### config.mk
export PLATFORM = sky130hd
export DESIGN_NAME = interface_output
export DESIGN_NICKNAME = d
export VERILOG_FILES = /design/src/rtl/interface_output.sv
export SDC_FILE = /design/constraint.sdc
export NUM_CORES = 1
export LEC_CHECK = 0
export ABC_AREA = 1
export BUFFER_PORTS_ARGS = -buffer_cell sky130_fd_sc_hd__buf_2
export CAP_MARGIN = 10
export CORE_MARGIN = 5
export CORE_UTILIZATION = 40
export DETAILED_ROUTE_END_ITERATION = 10
export PLACE_DENSITY_LB_ADDON = 0.25
export SETUP_SLACK_MARGIN = 0.05
export SLEW_MARGIN = 15
export SYNTH_ARGS = -nofsm -noshare
export SYNTH_HDL_FRONTEND = slang
export SYNTH_SLANG_ARGS = --single-unit
### constraint.sdc
create_clock -name clk -period 12.1 [get_ports clk]
set_clock_uncertainty 0.15 [all_clocks]
set_input_delay 0.605 -clock clk [delete_from_list [all_inputs] [get_ports clk]]
set_output_delay 0.605 -clock clk [all_outputs]
set_load 0.02 [all_outputs]
### src/rtl/interface_output.sv
// Undoes the CORDIC input quadrant reduction on pipeline results and buffers them in a FWFT FIFO.
// Build option: INTERFACE_OUTPUT_SAT_EN enables saturation of out-of-range results and the ovf flag.
`timescale 1ns/1ps
module interface_output #(
  parameter int unsigned UNSIGNED_WIDTH    = 16,
  parameter int unsigned SECTOR_FLAG_WIDTH = 2,
  parameter int unsigned FIFO_DEPTH        = 4,
  parameter int unsigned FIFO_PTR_WIDTH    = 2
) (
  input  logic                         clk,
  input  logic                         reset,
  input  logic                         valid_in,
  input  logic [UNSIGNED_WIDTH-1:0]    degree_in,
  input  logic [UNSIGNED_WIDTH-1:0]    x_in,
  input  logic [UNSIGNED_WIDTH-1:0]    y_in,
  input  logic [SECTOR_FLAG_WIDTH-1:0] sector_in,
  input  logic                         arctan_en_in,
  input  logic                         out_ready,
  output logic                         out_valid,
  output logic [UNSIGNED_WIDTH-1:0]    degree_out,
  output logic [UNSIGNED_WIDTH-1:0]    x_out,
  output logic [UNSIGNED_WIDTH-1:0]    y_out,
  output logic                         arctan_en_out,
  output logic                         ovf_out,
  output logic                         almost_full,
  output logic                         drop_err,
  output logic [FIFO_PTR_WIDTH:0]      fill_level
);

  localparam int unsigned W  = UNSIGNED_WIDTH;
  localparam int unsigned SW = SECTOR_FLAG_WIDTH;
  localparam int unsigned PW = FIFO_PTR_WIDTH;
  localparam int unsigned LW = FIFO_PTR_WIDTH + 1;
`ifdef INTERFACE_OUTPUT_SAT_EN
  // Two guard bits keep offset/negation results exact before clamping.
  localparam int unsigned CW = UNSIGNED_WIDTH + 2;
  localparam logic signed [CW-1:0] SMAX = CW'({(W-1){1'b1}});
  localparam logic signed [CW-1:0] SMIN = ~SMAX;
`else
  localparam int unsigned CW = UNSIGNED_WIDTH;
`endif
  localparam logic signed [CW-1:0] DEG90  = CW'(18'h05A00);
  localparam logic signed [CW-1:0] DEG180 = CW'(18'h0B400);

  typedef struct packed {
    logic         arctan;
    logic         ovf;
    logic [W-1:0] degree;
    logic [W-1:0] x;
    logic [W-1:0] y;
  } entry_t;

  logic signed [CW-1:0] ed, ex, ey, rd, rx, ry;
  entry_t               corr;
  entry_t               stg;
  logic                 stg_valid;

  entry_t               mem [FIFO_DEPTH];
  entry_t               head, head_next;
  logic [PW-1:0]        wr_ptr, rd_ptr, wr_next, rd_next;
  logic [LW-1:0]        count, count_next;
  logic                 full, push, pop, drop;

  // Quadrant correction in the working width.
  always_comb begin
    ed = CW'($signed(degree_in));
    ex = CW'($signed(x_in));
    ey = CW'($signed(y_in));
    rd = ed;
    rx = ex;
    ry = ey;
    if (arctan_en_in) begin
      case (sector_in)
        SW'(1):  rd = ed + DEG90;
        SW'(2):  rd = ed - DEG180;
        SW'(3):  rd = ed - DEG90;
        default: rd = ed;
      endcase
    end else begin
      case (sector_in)
        SW'(1):  begin rx = -ey; ry = ex;  end
        SW'(2):  begin rx = -ex; ry = -ey; end
        SW'(3):  begin rx = ey;  ry = -ex; end
        default: begin rx = ex;  ry = ey;  end
      endcase
    end
  end

`ifdef INTERFACE_OUTPUT_SAT_EN
  function automatic logic [W:0] fit(input logic signed [CW-1:0] v);
    if (v > SMAX)      fit = {1'b1, SMAX[W-1:0]};
    else if (v < SMIN) fit = {1'b1, SMIN[W-1:0]};
    else               fit = {1'b0, v[W-1:0]};
  endfunction

  logic [W:0] fd, fx, fy;

  always_comb begin
    fd          = fit(rd);
    fx          = fit(rx);
    fy          = fit(ry);
    corr        = '0;
    corr.arctan = arctan_en_in;
    corr.ovf    = fd[W] | fx[W] | fy[W];
    corr.degree = fd[W-1:0];
    corr.x      = fx[W-1:0];
    corr.y      = fy[W-1:0];
  end
`else
  always_comb begin
    corr        = '0;
    corr.arctan = arctan_en_in;
    corr.ovf    = 1'b0;
    corr.degree = rd;
    corr.x      = rx;
    corr.y      = ry;
  end
`endif

  // Stage register; reset discards whatever is in flight.
  always_ff @(posedge clk) begin
    if (reset) begin
      stg_valid <= 1'b0;
      stg       <= '0;
    end else begin
      stg_valid <= valid_in;
      if (valid_in) stg <= corr;
    end
  end

  // FIFO control; a pop on a full FIFO frees the slot for a same-cycle push.
  always_comb begin
    full       = (count == LW'(FIFO_DEPTH));
    pop        = out_valid & out_ready;
    push       = stg_valid & (~full | pop);
    drop       = stg_valid & full & ~pop;
    count_next = count + LW'(push) - LW'(pop);
    rd_next    = rd_ptr + PW'(pop);
    wr_next    = wr_ptr + PW'(push);
    head_next  = '0;
    if (count_next != '0) begin
      if (push && (wr_ptr == rd_next)) head_next = stg;
      else                             head_next = mem[rd_next];
    end
  end

  always_ff @(posedge clk) begin
    if (push) mem[wr_ptr] <= stg;
  end

  always_ff @(posedge clk) begin
    if (reset) begin
      wr_ptr      <= '0;
      rd_ptr      <= '0;
      count       <= '0;
      head        <= '0;
      out_valid   <= 1'b0;
      almost_full <= 1'b0;
      drop_err    <= 1'b0;
    end else begin
      wr_ptr      <= wr_next;
      rd_ptr      <= rd_next;
      count       <= count_next;
      head        <= head_next;
      out_valid   <= (count_next != '0);
      almost_full <= (count_next >= LW'(FIFO_DEPTH - 1));
      if (drop) drop_err <= 1'b1;
    end
  end

  assign degree_out    = head.degree;
  assign x_out         = head.x;
  assign y_out         = head.y;
  assign arctan_en_out = head.arctan;
  assign ovf_out       = head.ovf;
  assign fill_level    = count;

endmodule
==> results of run 1 <==
==> final cells by class <==
type | count | area [sq um] | area share
clock buffer | 45 | 856 | 0.0557
clock inverter | 8 | 67.6 | 0.00440
timing repair buffer | 121 | 636 | 0.0414
inverter | 75 | 282 | 0.0183
sequential | 305 | 8070 | 0.525
tap | 448 | 561 | 0.0365
multi-input combinational | 1131 | 4900 | 0.319
==> cells in the final DEF, fill, tap and decap left out, types with 6 or more instances in the layout <==
| master | instances |
|---|---|
| clkinv_2 | 6 |
| buf_2 | 109 |
| nand3_1 | 100 |
| inv_1 | 69 |
| a21oi_1 | 141 |
| clkbuf_16 | 29 |
| nor2_1 | 93 |
| clkbuf_8 | 7 |
| o21ai_0 | 53 |
| buf_4 | 12 |
| clkbuf_1 | 9 |
| xnor2_1 | 7 |
| nand2_1 | 694 |
| ha_1 | 11 |
| dfxtp_1 | 109 |
| edfxtp_1 | 196 |
==> metal layers <==
metal	GRT usage	wire length, um	up-vias
met5	0	0	-
met4	0.0443	663	0
met3	0.0222	1700	42
met2	0.295	16500	273
met1	0.261	16700	4992
li1	-	-	5356
==> worst max-delay path by stage <==
stage | start | end | slack (ps)
6_report | out_valid | y_out[11] | 8710
5_1_grt | out_valid | degree_out[2] | 8480
2_1_floorplan | fill_level[1] | mem[2][0] | 7250
3_5_place_dp | out_ready | y_out[11] | 8340
3_3_place_gp | out_ready | y_out[15] | 8400
4_1_cts | out_valid | degree_out[2] | 8730
==> stage by stage <==
step	worst slack, ps	cell area, sq um	instances	power [mW]	hold WS [ps]
6_report	8710	15400	2133	3.10	145
3_5_place_dp	8340	14400	2080	2.26	295
4_1_cts	8730	15400	2133	3.14	125
2_1_floorplan	7250	13600	1588	1.95	318
5_1_grt	8480	15400	2133	3.29	144
3_3_place_gp	8400	14400	2080	2.24	293
==> state kept, by name, indices dropped and copies added (netlist names), 2 cells and up <==
signal	cells
x_out	16
mem	196
degree_out	16
stg	49
wr_ptr	2
y_out	16
rd_ptr	2
fill_level	3
==> power by group through the flow <==
stage	Sequential (mW)	Clock (mW)	Combinational [mW]
floorplan	1.42	0	0.536
global placement	1.35	0	0.898
detailed placement	1.35	0	0.911
CTS	1.32	0.897	0.915
global route	1.33	0.940	1.02
finish	1.32	0.875	0.903
==> cells by family after synthesis <==
| family | after synthesis |
|---|---|
| xor gates and xnor gates | 12 |
| AOI/OAI and AO/OA | 204 |
| and+or+nand+nor | 901 |
| adders and majority gates | 13 |
| buffers and inverters | 152 |
| DFF | 305 |
| other | 1 |
==> critical path: cells and delay by family (launching register included) <==
family / cells / cell delay, ps
DFF: 1 / 310
adders and majority gates: 1 / 340
AOI/OAI and AO/OA: 1 / 180
buffers and inverters: 3 / 1670
and+or+nand+nor: 5 / 570
==> impl_metrics.ini, run 1 <==
[route]
post-route-drc-count = 0
vias = 10700
drt_wl_total_um = 35600
wl_per_cell_um = 16.7
dr.first_iter.drc_count = 797
vias_per_cell = 5.00
dr.pass1.iters = 5
ant_nets = 0

[setup_path]
arrival_ps = 3710
regToRegStartpoint = out_valid
reg2reg_setup_slack_ps = 8710
cp_max_fo = 99
path_common_cell = nand2_1
slowest_delay_ps = 820
cp.required_ps = 12410
end_kind = flip-flop
path_cells = nand2_1, inv_1, ha_2, buf_4, nand2_1, nand3_1, nor2_4, inv_2, nand2_1, a21oi_1
critPathLaunchType = flip-flop
r2r_cells = 10
rr_endpoint = y_out[11]
timing_worst_setup_path_type = reg -> reg
cp_slowest_cell = buf_4

[global_route]
grt_overflow_total = 0
groute.usage.overall = 0.182
grt_pass1_vias = 10000
grt_pass1_wl_um = 55800
grt_max_degree = 100
antenna_found_initial = 0

[die]
die_h_um = 194
start_util = 0.404
die_area_sq_um = 37700
io_pins = 111
fp.dieW_um = 194
rows = 67
core_sq_um = 33500

[power]
p_sw_frac = 0.349
internal_power_mw = 2.02
ir_drop_uv = 141
p_switching_mw = 1.08
p_comb_frac = 0.291
total_leakage_power_nw = 6.53
power.share.clock = 0.282
pwr_density_cell_nw_per_um2 = 202
p_seq_frac = 0.426

[cts]
tritoncts = done
path_clk_slew_ps = 60
cts_setup_buffers = 0
cts_buffers = 29
cts_buffer_depth = 3
cts-root-buf = clkbuf_16
cts_resized = 0
cts_max_level = 1
insertion_delay_ps = 530
clock_sinks = 305
cts_hold_buf = 0

[sta]
fin_crit_sh = 0.280
setup_viol = 0
tightest_slew_ps = 1200
hold_viol = 0
fmax_mhz = 295
slew_violations = 0
slew_headroom = 0.197
fin_crit_ps = 3390
setup_tns_ps = 0
rsz0062_at_grt = no

[cells_and_area]
antennaDiodeCount = 0
fin_util = 0.458
drive_gt1_frac = 0.107
syn2layout_area_growth_pct = 13.3
nFillCells = 3307
final_nets = 1731

[min_path]
holdPathEnd = stg[39]
hold_start = degree_in[7]
min_path_cells = 3
hp-class = in -> reg

[synthesis]
synth_xor_area_frac = 0.00830
synth_cell_types = 33
ys_async_sr_fraction = 0
synth_top_family_by_area = simple AND/OR/NAND/NOR gates
synth_nets = 1656
synth_most_common_cell = nand2_1
yosysSeqAreaShare = 0.595
synth_seq_cells = 305
synthCells = 1588
synth_warnings = 0
synthAdderAreaFrac = 0.0125
avgSynthCellArea_sq_um = 8.54
synth_compound_gate_area_share = 0.0767
syn_area_sq_um = 13600
yosys.area_share.simple = 0.261
synth_edf_count = 196
synthTopCellsByArea = edfxtp_1 43%, nand2_1 19%, dfxtp_1 16%
yosys.area.top_type = edfxtp_1
yosys-top-cells-count = 695 x nand2_1, 196 x edfxtp_1, 141 x a21oi_1
synth_ff_type = edfxtp_1
synth.top_cell.area_share = 0.434
synthMuxAreaShare = 0

[place]
gp_congestion = 0.843
dp_hpwl_um = 21400
io_buffers = 109

[run]
max_cap_viol_count = 0

[run_status]
status = complete, no violations
Note: power is estimated with default switching activity, not from simulation.
==> run 2: changes to the inputs <==
--- a/config.mk
+++ b/config.mk
@@ -5,7 +5,7 @@
 export SDC_FILE = /design/constraint.sdc
 export NUM_CORES = 1
 export LEC_CHECK = 0
-export ABC_AREA = 1
+export ABC_AREA = 0
 export BUFFER_PORTS_ARGS = -buffer_cell sky130_fd_sc_hd__buf_2
 export CAP_MARGIN = 10
 export CORE_MARGIN = 5
==> constraint.sdc (replaced) <==
create_clock -name clk -period 2.8 [get_ports clk]
set_clock_uncertainty 0.15 [all_clocks]
set_input_delay 0.14 -clock clk [delete_from_list [all_inputs] [get_ports clk]]
set_output_delay 0.14 -clock clk [all_outputs]
set_load 0.02 [all_outputs]
==> impl_metrics.ini, run 2 <==
[cts]
clock_sinks = 305
cts_buffer_depth = 3
cts_buffers = 31
cts_max_level = 1
insertion_delay_ps = 570
cts-root-buf = clkbuf_16
tritoncts = done
path_clk_slew_ps = 60

[route]
dr.first_iter.drc_count = 741
ant_nets = 0
post-route-drc-count = 0
drt_wl_total_um = 36500
vias = 9635
wl_per_cell_um = 21.1
dr.pass1.iters = 5
vias_per_cell = 5.56

[cells_and_area]
multi_input_area_sq_um = 5000
drive_gt1_frac = 0.249
largest-register = mem
syn2layout_area_growth_pct = 24.6
reg_top3 = mem x196, stg x49
mostFrequentLayoutCells = 196 x edfxtp_1, 137 x nand2_1, 109 x buf_2
largest_reg_flops = 196
nFillCells = 2923
final_nets = 1330
register_area_sq_um = 8070
final_common_cell = edfxtp_1
design_area_sq_um = 16600

[global_route]
grt_pass1_wl_um = 55900
grt_pass1_vias = 9631
groute.usage.overall = 0.193
grt_overflow_total = 0
antenna_found_initial = 2
grt_max_degree = 51

[sta]
tightest_slew_ps = 672
fin_ws_ps = 77.5
slew_violations = 0
setup_viol = 0
slew_headroom = 0.548
rsz0062_at_grt = yes
hold_viol = 0
fin_crit_ps = 2720
fin_crit_sh = 0.972
fmax_mhz = 367

[run]
max_cap_viol_count = 0

[die]
rows = 66
die_area_sq_um = 37000
die_h_um = 192
core_sq_um = 32700
start_util = 0.407
io_pins = 111
fp.dieW_um = 192

[setup_path]
r2r_cells = 13
cp_max_fo = 18
rr_endpoint = y_out[2]
cp.required_ps = 3150
arrival_ps = 3070
end_kind = flip-flop
reg2reg_setup_slack_ps = 80
critPathLaunchType = flip-flop
timing_worst_setup_path_type = reg -> reg
regToRegStartpoint = fill_level[1]

[synthesis]
synth_nets = 1144
yosys.area.top_type = edfxtp_1
synth_most_common_cell = edfxtp_1
yosysSeqAreaShare = 0.606
ys_async_sr_fraction = 0
yosys-top-cells-count = 196 x edfxtp_1, 139 x nand2_1, 109 x dfxtp_1
synth_seq_cells = 305
synthTopCellsByArea = edfxtp_1 44%, dfxtp_1 16%, mux4_2 8.3%
synth_ff_type = edfxtp_1
synth_edf_count = 196
synthCells = 1076
synth_cell_types = 76
avgSynthCellArea_sq_um = 12.4
synth.top_cell.area_share = 0.442
syn_area_sq_um = 13300
synth_warnings = 0

[run_status]
status = complete, no violations

[power]
pwr_density_cell_nw_per_um2 = 842
ir_drop_uv = 531
total_leakage_power_nw = 6.04

[min_path]
hold_start = x_in[1]
hp-class = in -> reg
holdPathEnd = stg[3]
min_path_cells = 5

[place]
io_buffers = 109
gp_congestion = 0.921
dpl_worst_slack_ps = 169
dp_hpwl_um = 23500
place_area_sq_um = 14600
-- run 2: changes by cell type after synthesis, sizes merged, moves of 17 or more --
cell    change
nand2     -557
nand3      -87
a21oi      -51
inv        -51
mux4       +49
nor2       -30
clkbuf     +17
-- run 2: worst max path at each step --
stage | from | end | cells after the start
finish | fill_level[1] | y_out[2] | 13
global route | fill_level[0] | y_out[1] | 13
CTS | x_in[0] | stg[24] | 10
detailed placement | out_valid | degree_out[14] | 12
global placement | out_valid | y_out[9] | 12
floorplan | fill_level[1] | arctan_en_out | 12
-- run 2: where the power goes --
group / switching [mW] / internal [mW]
registers: 0.303 / 5.38
logic: 2.23 / 1.73
clock network: 1.76 / 2.56
total: 4.29 / 9.67
-- run 2: final cells by class --
cell class,instances,area share
diodes,3,0.000453
well taps,442,0.0334
flip-flops and latches,305,0.487
repair buffers,234,0.108
clock buffers,38,0.0496
multi-input cells,667,0.301
clock inverters,20,0.0150
inverters,23,0.00521
-- run 2: kinds of logic (layout without fill, tap and decap cells) --
group / Yosys count / in the layout / share of synthesized area
compound gates: 250 / 250 / 0.121
other cells: 1 / 4 / 0.000282
buf+inv: 104 / 315 / 0.0318
fa+ha+maj: 13 / 13 / 0.0128
mux: 68 / 68 / 0.0976
flops: 305 / 305 / 0.606
simple gates: 304 / 304 / 0.109
xor+xnor: 31 / 31 / 0.0204
-- run 2: layer usage --
layer / vias to the layer above / global-route usage / wire length [um]
li1: 4456 / - / -
met1: 4819 / 0.269 / 16200
met2: 303 / 0.317 / 17400
met3: 57 / 0.0320 / 2100
met4: 0 / 0.0505 / 807
met5: - / 0 / 0
-- run 2: stage by stage --
step | std cells | power, mW | utilization | TNS [ps] | hold slack, ps
3_3_place_gp | 1595 | 9.32 | 0.446 | 0 | 223
3_5_place_dp | 1595 | 9.35 | 0.446 | 0 | 230
4_1_cts | 1719 | 13.8 | 0.499 | 0 | 35.1
5_1_grt | 1731 | 14.7 | 0.507 | -540 | 75.1
2_1_floorplan | 1076 | 8.02 | - | -237 | 137
6_report | 1732 | 14.0 | 0.507 | 0 | 64.7
-- run 2: critical path, stage by stage (launching register included) --
cell       delay, ps
dfxtp_1          320
nor2_1           260
nand3_2          110
nand2_2           90
ha_1             120
inv_1             40
ha_1             190
fa_2             380
xnor2_2          140
xnor2_1          140
a21o_2           240
buf_12           140
clkbuf_16        190
a21oi_1          130
-- run 2: what timing repair did --
item	4_1_cts	5_1_grt
endpoints found under the setup margin	0	54
buffers inserted	0	8
hold buffers	66	0
hold endpoints to repair	49	0
gates resized for setup	0	32
